## src/rtl/wb_stage_p_pkg.sv

```systemverilog
// Shared RV opcode and load funct3 encodings for the writeback stage.
package wb_stage_p_pkg;

  typedef enum logic [6:0] {
    OPC_LOAD     = 7'b0000011,
    OPC_MISC_MEM = 7'b0001111,
    OPC_OP_IMM   = 7'b0010011,
    OPC_AUIPC    = 7'b0010111,
    OPC_STORE    = 7'b0100011,
    OPC_OP       = 7'b0110011,
    OPC_LUI      = 7'b0110111,
    OPC_BRANCH   = 7'b1100011,
    OPC_JALR     = 7'b1100111,
    OPC_JAL      = 7'b1101111,
    OPC_SYSTEM   = 7'b1110011
  } opcode_e;

  localparam logic [2:0] F3_LB  = 3'b000;
  localparam logic [2:0] F3_LH  = 3'b001;
  localparam logic [2:0] F3_LW  = 3'b010;
  localparam logic [2:0] F3_LD  = 3'b011;
  localparam logic [2:0] F3_LBU = 3'b100;
  localparam logic [2:0] F3_LHU = 3'b101;
  localparam logic [2:0] F3_LWU = 3'b110;

  // Opcodes that produce a register result; anything unlisted never writes.
  function automatic logic opcode_writes(input logic [6:0] opcode);
    case (opcode)
      OPC_LUI, OPC_AUIPC, OPC_JAL, OPC_JALR,
      OPC_LOAD, OPC_OP_IMM, OPC_OP: opcode_writes = 1'b1;
      default:                      opcode_writes = 1'b0;
    endcase
  endfunction

endpackage

```

## src/rtl/wb_stage_p_load_align.sv

```systemverilog
// Combinational load extraction: picks the addressed byte/half/word out of a
// naturally aligned read word and sign- or zero-extends it to XLEN.
module load_align
  import wb_stage_p_pkg::*;
#(
  parameter int XLEN  = 32,
  parameter int OFF_W = $clog2(XLEN / 8)
) (
  input  logic [XLEN-1:0]  word,
  input  logic [OFF_W-1:0] off,
  input  logic [2:0]       funct3,
  output logic [XLEN-1:0]  value
);

  logic [OFF_W-1:0] off_h;
  logic [OFF_W-1:0] off_w;
  logic [7:0]       byte_v;
  logic [15:0]      half_v;
  logic [31:0]      word_v;

  // Halfword and word accesses ignore the sub-size offset bits.
  assign off_h  = off & ~OFF_W'(1);
  assign off_w  = off & ~OFF_W'(3);
  assign byte_v = 8'(word >> {off, 3'b000});
  assign half_v = 16'(word >> {off_h, 3'b000});
  assign word_v = 32'(word >> {off_w, 3'b000});

  always_comb begin
    value = XLEN'($signed(word_v));
    case (funct3)
      F3_LB:  value = XLEN'($signed(byte_v));
      F3_LBU: value = XLEN'(byte_v);
      F3_LH:  value = XLEN'($signed(half_v));
      F3_LHU: value = XLEN'(half_v);
      F3_LW:  value = XLEN'($signed(word_v));
      // LWU and LD only exist on RV64; on RV32 they fall back to LW.
      F3_LWU: value = (XLEN == 64) ? XLEN'(word_v) : XLEN'($signed(word_v));
      F3_LD:  value = (XLEN == 64) ? word : XLEN'($signed(word_v));
      default: value = XLEN'($signed(word_v));
    endcase
  end

endmodule

```

## src/rtl/wb_stage_p.sv

```systemverilog
// Writeback stage: registers the retiring instruction, selects its result
// source, gates the register-file write and counts retired instructions.
module wb_stage_p
  import wb_stage_p_pkg::*;
#(
  parameter int XLEN  = 32,
  parameter int RA_W  = 5,
  parameter int CNT_W = 64
) (
  input  logic             clk,
  input  logic             rst_n,
  input  logic             i_mem_vld,
  output logic             o_wb_rdy,
  input  logic             i_stall,
  input  logic             i_flush,
  input  logic [RA_W-1:0]  i_rd,
  input  logic [6:0]       i_opcode,
  input  logic [2:0]       i_funct3,
  input  logic [XLEN-1:0]  i_alu_result,
  input  logic [XLEN-1:0]  i_load_word,
  input  logic [XLEN-1:0]  i_pc_plus4,
  output logic             o_rf_wr,
  output logic [RA_W-1:0]  o_rf_rd,
  output logic [XLEN-1:0]  o_rf_data,
  output logic [CNT_W-1:0] o_instret
);

  localparam int OFF_W = $clog2(XLEN / 8);

  logic             acc;
  logic             wr_next;
  logic [XLEN-1:0]  load_val;
  logic [XLEN-1:0]  data_next;
  logic             wr_reg;
  logic [RA_W-1:0]  rd_reg;
  logic [XLEN-1:0]  data_reg;
  logic [CNT_W-1:0] instret_reg;

  assign o_wb_rdy = ~i_stall;
  assign acc      = i_mem_vld & ~i_stall & ~i_flush;

  load_align #(
    .XLEN (XLEN),
    .OFF_W(OFF_W)
  ) u_load_align (
    .word  (i_load_word),
    .off   (i_alu_result[OFF_W-1:0]),
    .funct3(i_funct3),
    .value (load_val)
  );

  // Data is forced to zero whenever the write is suppressed.
  always_comb begin
    wr_next   = opcode_writes(i_opcode) && (i_rd != '0);
    data_next = '0;
    if (wr_next) begin
      case (i_opcode)
        OPC_LOAD:          data_next = load_val;
        OPC_JAL, OPC_JALR: data_next = i_pc_plus4;
        default:           data_next = i_alu_result;
      endcase
    end
  end

  // Flush beats stall; an idle unstalled cycle inserts a bubble.
  always_ff @(posedge clk or negedge rst_n) begin
    if (!rst_n) begin
      wr_reg   <= 1'b0;
      rd_reg   <= '0;
      data_reg <= '0;
    end else if (i_flush || (!i_stall && !i_mem_vld)) begin
      wr_reg   <= 1'b0;
      rd_reg   <= '0;
      data_reg <= '0;
    end else if (acc) begin
      wr_reg   <= wr_next;
      rd_reg   <= i_rd;
      data_reg <= data_next;
    end
  end

  always_ff @(posedge clk or negedge rst_n) begin
    if (!rst_n) begin
      instret_reg <= '0;
    end else if (acc) begin
      instret_reg <= instret_reg + CNT_W'(1);
    end
  end

  assign o_rf_wr   = wr_reg;
  assign o_rf_rd   = rd_reg;
  assign o_rf_data = data_reg;
  assign o_instret = instret_reg;

endmodule

```

## config.mk

```make
export PLATFORM = sky130hd
export DESIGN_NAME = wb_stage_p
export DESIGN_NICKNAME = d
export VERILOG_FILES = /design/src/rtl/wb_stage_p_pkg.sv /design/src/rtl/wb_stage_p_load_align.sv /design/src/rtl/wb_stage_p.sv
export SDC_FILE = /design/constraint.sdc
export NUM_CORES = 1
export LEC_CHECK = 0
export CAP_MARGIN = 5
export CELL_PAD_IN_SITES_DETAIL_PLACEMENT = 0
export CELL_PAD_IN_SITES_GLOBAL_PLACEMENT = 1
export CORE_MARGIN = 5
export CORE_UTILIZATION = 33
export CTS_CLUSTER_DIAMETER = 200
export DETAILED_ROUTE_END_ITERATION = 8
export PLACE_DENSITY_LB_ADDON = 0.1
export SLEW_MARGIN = 5
export SYNTH_ARGS = -nofsm -noshare
export SYNTH_HDL_FRONTEND = slang
export SYNTH_HIERARCHICAL = 1
export SYNTH_SLANG_ARGS = --single-unit
```

## constraint.sdc

```tcl
create_clock -name clk -period 2.5 [get_ports clk]
set_input_delay 0.375 -clock clk [delete_from_list [all_inputs] [get_ports clk]]
set_output_delay 0.375 -clock clk [all_outputs]
set_load 0.02 [all_outputs]
```

Word-level counts from Yosys, hierarchy flattened
Index checks and enable logic that the tools add are counted.
Cells by class
  equal/unequal tests: 10
  reductions and logical operators: 10
  add/sub/neg operators: 1
  multiplexer cells: 10
  shifts and indexed selects: 2
  bitwise operators: 4
Operators by type and width (count)
  32-bit case mux with 4 select lines: 1
  32-bit two-way mux: 3
  64-bit by 1-bit adder with 64-bit output, second input constant: 1
  32-bit case mux with 2 select lines: 1
  32-bit by 5-bit right shift with 16-bit output: 1
  32-bit by 5-bit right shift with 8-bit output: 1
  7-bit by 5-bit equality test with 1-bit output, second input constant: 2
  7-bit by 6-bit equality test with 1-bit output, second input constant: 2
  7-bit equality test, second input constant: 2
  5-bit two-way mux: 2
  7-bit by 2-bit equality test with 1-bit output, second input constant: 1
  7-bit OR reduction: 1
  3-bit equality test, second input constant: 2
  5-bit nonzero test: 1
  3-bit by 1-bit equality test with 1-bit output, second input constant: 1
  3-bit logical NOT: 1
  1-bit two-way mux: 3
  1-bit bitwise AND: 2
  1-bit logical AND: 2
  1-bit logical NOT: 2
  1-bit inverter: 2
  2-bit nonzero test: 1
  2-bit OR reduction: 1
  1-bit logical OR: 1
Storage, ports and cells
  output and inout port bits: 103
  word-level logic and storage cells: 41
  register bits: 102

Depth between registers and ports, before layout
  depth in word-level cells: 7
  gate-level depth with buffers: 8
  gate-level depth less buffers: 6

Cells and area by module
Netlist, hierarchy kept.
By module, submodules not included
  wb_stage_p: times used 1, cells each 478, area each 4849.7 µm², seq. area each 2552.4 µm²
  load_align: times used 1, cells each 128, area each 844.6 µm², seq. area each 0.0 µm²

Least setup slack after synthesis
No wires, ideal clock.
  kind: register to register
  start: reg instret_reg[3] (netlist: o_instret[3])
  end: reg instret_reg[37] (netlist: o_instret[37])
  library setup time: 0.129 ns
  arrival time: 2.066 ns
  stages on the path, launching flop included: 6
  path slack: 0.304 ns
  data required time: 2.371 ns
  path buffers: 0
  cell sequence: dfrtp_1 -> nand4_1 -> nor4_4 -> nand4_2 -> or3_1 -> xnor2_1
Between the ends
  longest elaborated chain between the ends: 1
Ends and longest elaborated chain
  start, declared: RTL line wb_stage_p.sv:37  | logic [CNT_W-1:0] instret_reg;
  start signal, assigned: RTL line wb_stage_p.sv:86  | instret_reg <= instret_reg + CNT_W'(1);
  64-bit by 1-bit adder with 64-bit output: RTL line wb_stage_p.sv:86
Every way passes these cells.
A chain may end at the register's enable or synchronous reset.

Final worst setup path
  start: reg instret_reg[3] (netlist: o_instret[3])
  end: reg instret_reg[60] (netlist: o_instret[60])
Same word-level chain as after synthesis.

==> impl_metrics.py <==
metrics = {
    "status": {
        "outcome": "finished, final reports clean",
    },
    "clock_tree": {
        "cts_max_path_buffers": 2,
        "insertion_delay_ns": 0.35,
        "cts_setup_buffers": 0,
        "cts-htree-levels": 3,
        "cts.root.buffer_cell": "clkbuf_16",
        "cts_buffers": 9,
        "clkTransAtPathRegs_ns": 0.08,
        "tritoncts_clock_tree": "yes",
        "clock-sinks": 102,
    },
    "synthesis": {
        "ys_ff_latch": 102,
        "synthesis.yosys.warnings": 6,
        "synth_enable_flop_cells": 0,
        "yosysSeqAreaShare": 0.4483,
        "post_synthesis_mean_instance_area_sq_um": 9.396,
        "ys_dominant_reg_cell": "dfrtp_1",
        "netlist_area_sq_mm": 0.005694,
        "synthCells": 606,
        "yosysUniqueCellTypes": 52,
        "synth_fp_nets": 723,
        "async_set_or_reset_flop_fraction_in_the_synthesized_netlist": 1.000,
    },
    "sta": {
        "hold_slack_ns": 0.4836,
        "maxSlewViolCount": 0,
        "setup-violations-final": 0,
        "max_freq_mhz": 451.0,
        "finClkSkew_ns": 0.01028,
        "final_worst_path_period_share": 0.8869,
        "period_needed_ns": 2.217,
        "timing.max_slew.rel_slack": 0.4116,
        "final_hold_vio_count": 0,
        "worst_slew_pin_slew_ns": 0.8817,
        "grt_setup_unrepaired": "false",
    },
    "power_and_ir_drop": {
        "p_sw_frac": 0.2691,
        "internal-power_uw": 2881,
        "power.share.combinational": 0.178,
        "switchingPower_uw": 1060,
        "total_leakage_power_uw": 0.003684,
        "vdd.ir_drop.worst_v": 0.0003056,
        "p_per_area_mw_per_mm2": 451.7,
        "share_clk_of_total_power": 0.378,
        "seqPwrFrac": 0.444,
    },
    "flow_run": {
        "max-cap-violations": 0,
    },
    "route": {
        "via_count": 5589,
        "detailedRoute.firstPassIterationCount": 4,
        "drcViolationCount": 0,
        "routed_wire_length_per_instance_um": 18.33,
        "drt_wl_total_um": 19660,
        "viasPerCell": 5.209,
        "ant_nets": 0,
        "drtIter0Drc": 262,
    },
    "placement": {
        "detailed_place.area_sq_mm": 0.008407,
        "detailed_place_hpwl_um": 15240,
        "place.gp.congestion": 0.8697,
        "number_of_input_and_output_port_buffers_inserted": 218,
    },
    "layout": {
        "layout-drive-gt1-share": 0.09080,
        "layout.nets": 960,
        "multiInputGateArea_sq_mm": 0.003002,
        "regArea_sq_mm": 0.002552,
        "antenna_cells_inserted": 0,
        "post-route-cell-area_sq_mm": 0.008725,
        "areaGrowthSynthToFinish_pct": 53.22,
        "fill_cells": 1621,
    },
    "floorplan": {
        "effective_utilization_at_floorplan": 0.3327,
        "die_width_um": 141.4,
        "coreArea_sq_mm": 0.01712,
        "num_io_pins": 219,
        "die_h_um": 141.4,
        "full_die_area_sq_mm": 0.01998,
        "placement_rows": 48,
    },
    "worst_setup_path": {
        "setup.worst_path.start_class": "register",
        "worst_setup_path_end_kind": "register",
        "cpMaxStageDelayCell": "nor4_4",
        "crit_required_ns": 2.77,
        "crit_path_max_fanout": 8,
        "worstPathCellList": "nand4_1 -> nor4_4 -> nand4_1 -> buf_4 -> nor3_1 -> xor2_1",
        "data_arrival_at_the_endpoint_of_the_critical_path_ns": 2.49,
        "worst_path_most_repeated_cell": "nand4_1",
        "path_class": "register to register",
        "critPathMaxStageDelay_ns": 0.53,
    },
    "global_route": {
        "grt_pass1_wl_um": 31620,
        "first_global_vias": 5837,
        "antenna_found_initial": 0,
        "grt_start_max_net_pins": 48,
        "global_route.overflow_total": 0,
        "global_route.usage.total": 0.1979,
    },
    "worst_hold_path": {
        "hold_class": "register to register",
    },
}
-- metrics by stage --
stage / TNS [ns] / setup WS, ns / instances / power [uW] / util
3_3_place_gp: -0.002331 / -0.002331 / 1056 / 2478 / 0.4912
3_5_place_dp: -0.1329 / -0.1033 / 1056 / 2485 / 0.4912
4_1_cts: 0 / 0.2000 / 1073 / 3984 / 0.5097
2_1_floorplan: 0 / 0.3044 / 606 / 2056 / -
6_report: 0 / 0.2828 / 1073 / 3941 / 0.5097
5_1_grt: 0 / 0.06534 / 1073 / 4118 / 0.5097
-- cells by family (layout without fill, tap and decap cells) --
logic type | Yosys count | after routing | synth area share
and+or+nand+nor | 238 | 238 | 0.2184
buffers and inverters | 39 | 281 | 0.02900
muxes | 13 | 13 | 0.02395
xor gates and xnor gates | 63 | 63 | 0.09690
AOI/OAI and AO/OA | 150 | 150 | 0.1813
adders and majority gates | 1 | 1 | 0.002197
DFF | 102 | 102 | 0.4483
-- synth_stat cells, types with 2 or more instances --
master | count | area [sq um]
dfrtp_1 | 102 | 2552
nand2_1 | 90 | 337.8
xnor2_1 | 39 | 341.6
a21oi_1 | 37 | 185.2
a22o_1 | 37 | 324.1
nor2_1 | 37 | 138.9
o21ai_0 | 33 | 165.2
nand3_1 | 24 | 120.1
nand4_1 | 24 | 150.1
xor2_1 | 24 | 210.2
clkbuf_1 | 23 | 86.33
o211ai_1 | 17 | 127.6
inv_1 | 11 | 41.29
nor2b_1 | 11 | 68.82
nor3_1 | 9 | 45.04
mux2i_1 | 8 | 80.08
nor4_1 | 7 | 43.79
o221ai_1 | 6 | 52.55
a21o_1 | 5 | 37.54
and3_1 | 5 | 31.28
mux2_2 | 5 | 56.30
o21ai_1 | 5 | 25.02
and4_1 | 4 | 35.03
buf_2 | 3 | 15.01
nor4_2 | 3 | 37.54
a221o_1 | 2 | 20.02
a22oi_1 | 2 | 15.01
and2_1 | 2 | 12.51
buf_6 | 2 | 22.52
nand4_2 | 2 | 25.02
nor4_4 | 2 | 42.54
o22a_1 | 2 | 17.52
or2_2 | 2 | 12.51
or3_1 | 2 | 12.51
or3b_4 | 2 | 22.52
-- layer usage --
metal  track usage  part of all wire  vias up
met2        0.3376              0.50      175
li1              -                 -     2660
met3       0.04752             0.063       26
met1        0.2462              0.41     2728
met4       0.06629             0.022        0
met5             0                 0        -
-- worst paths after layout --
kind	from	to	slack, ns	cells past startpoint
setup reg to reg	o_instret[3]$_DFFE_PN0P_	o_instret[60]$_DFFE_PN0P_	0.28	6
hold reg to reg	o_rf_wr$_DFFE_PN0P_	o_rf_wr$_DFFE_PN0P_	0.48	2
hold / removal	o_rf_wr$_DFFE_PN0P_	o_rf_wr$_DFFE_PN0P_	0.48	2
setup / recovery	o_instret[3]$_DFFE_PN0P_	o_instret[60]$_DFFE_PN0P_	0.28	6
min in group asynchronous	rst_n	o_instret[3]$_DFFE_PN0P_	0.52	2
max in group asynchronous	rst_n	o_rf_data[23]$_DFFE_PN0P_	1.29	3
-- power by group through the flow --
stage                     registers [uW]  clock network, uW  logic, uW
after global routing                1760               1600        757
after global placement              1780                  0        699
final                               1750               1490        701
after CTS                           1750               1530        707
after floorplan                     1830                  0        231
after detailed placement            1780                  0        703
-- sequential cells by signal (all words and copies together) (netlist names) --
name       cells
o_instret     64
o_rf_rd        5
o_rf_data     32
o_rf_wr        1
-- layout make-up --
| type | count | share of cell area |
|---|---|---|
| clock inverters | 5 | 0.007457 |
| well taps | 225 | 0.03227 |
| inverters | 11 | 0.004733 |
| clock buffers | 11 | 0.02782 |
| multi-input cells | 465 | 0.3440 |
| repair buffers | 254 | 0.2911 |
| flip-flops and latches | 102 | 0.2926 |
-- critical path: cells and delay by family, from the launching register on --
kind                   cells  cell delay, ns
buffers and inverters      1            0.21
AND/OR/NAND/NOR            4            1.27
XOR/XNOR                   1            0.20
flip-flops                 1            0.45
-- repair_timing --
action                    4_1_cts  5_1_grt
hold endpoints to repair       34        0
hold buffers                    1        0
gates resized for setup         0        0
-- layout by cell type, fill, tap and decap left out, types with 29 or more instances in the layout --
cell             synthesis  layout
o21ai_0                 33      33
xnor2_1                 39      39
clkdlybuf4s50_1          0     217
dfrtp_1                102     102
a22o_1                  37      37
buf_4                    0      29
nor2_1                  37      34
a21oi_1                 37      37
nand2_1                 90      90
(Power assumes the default switching activity.)
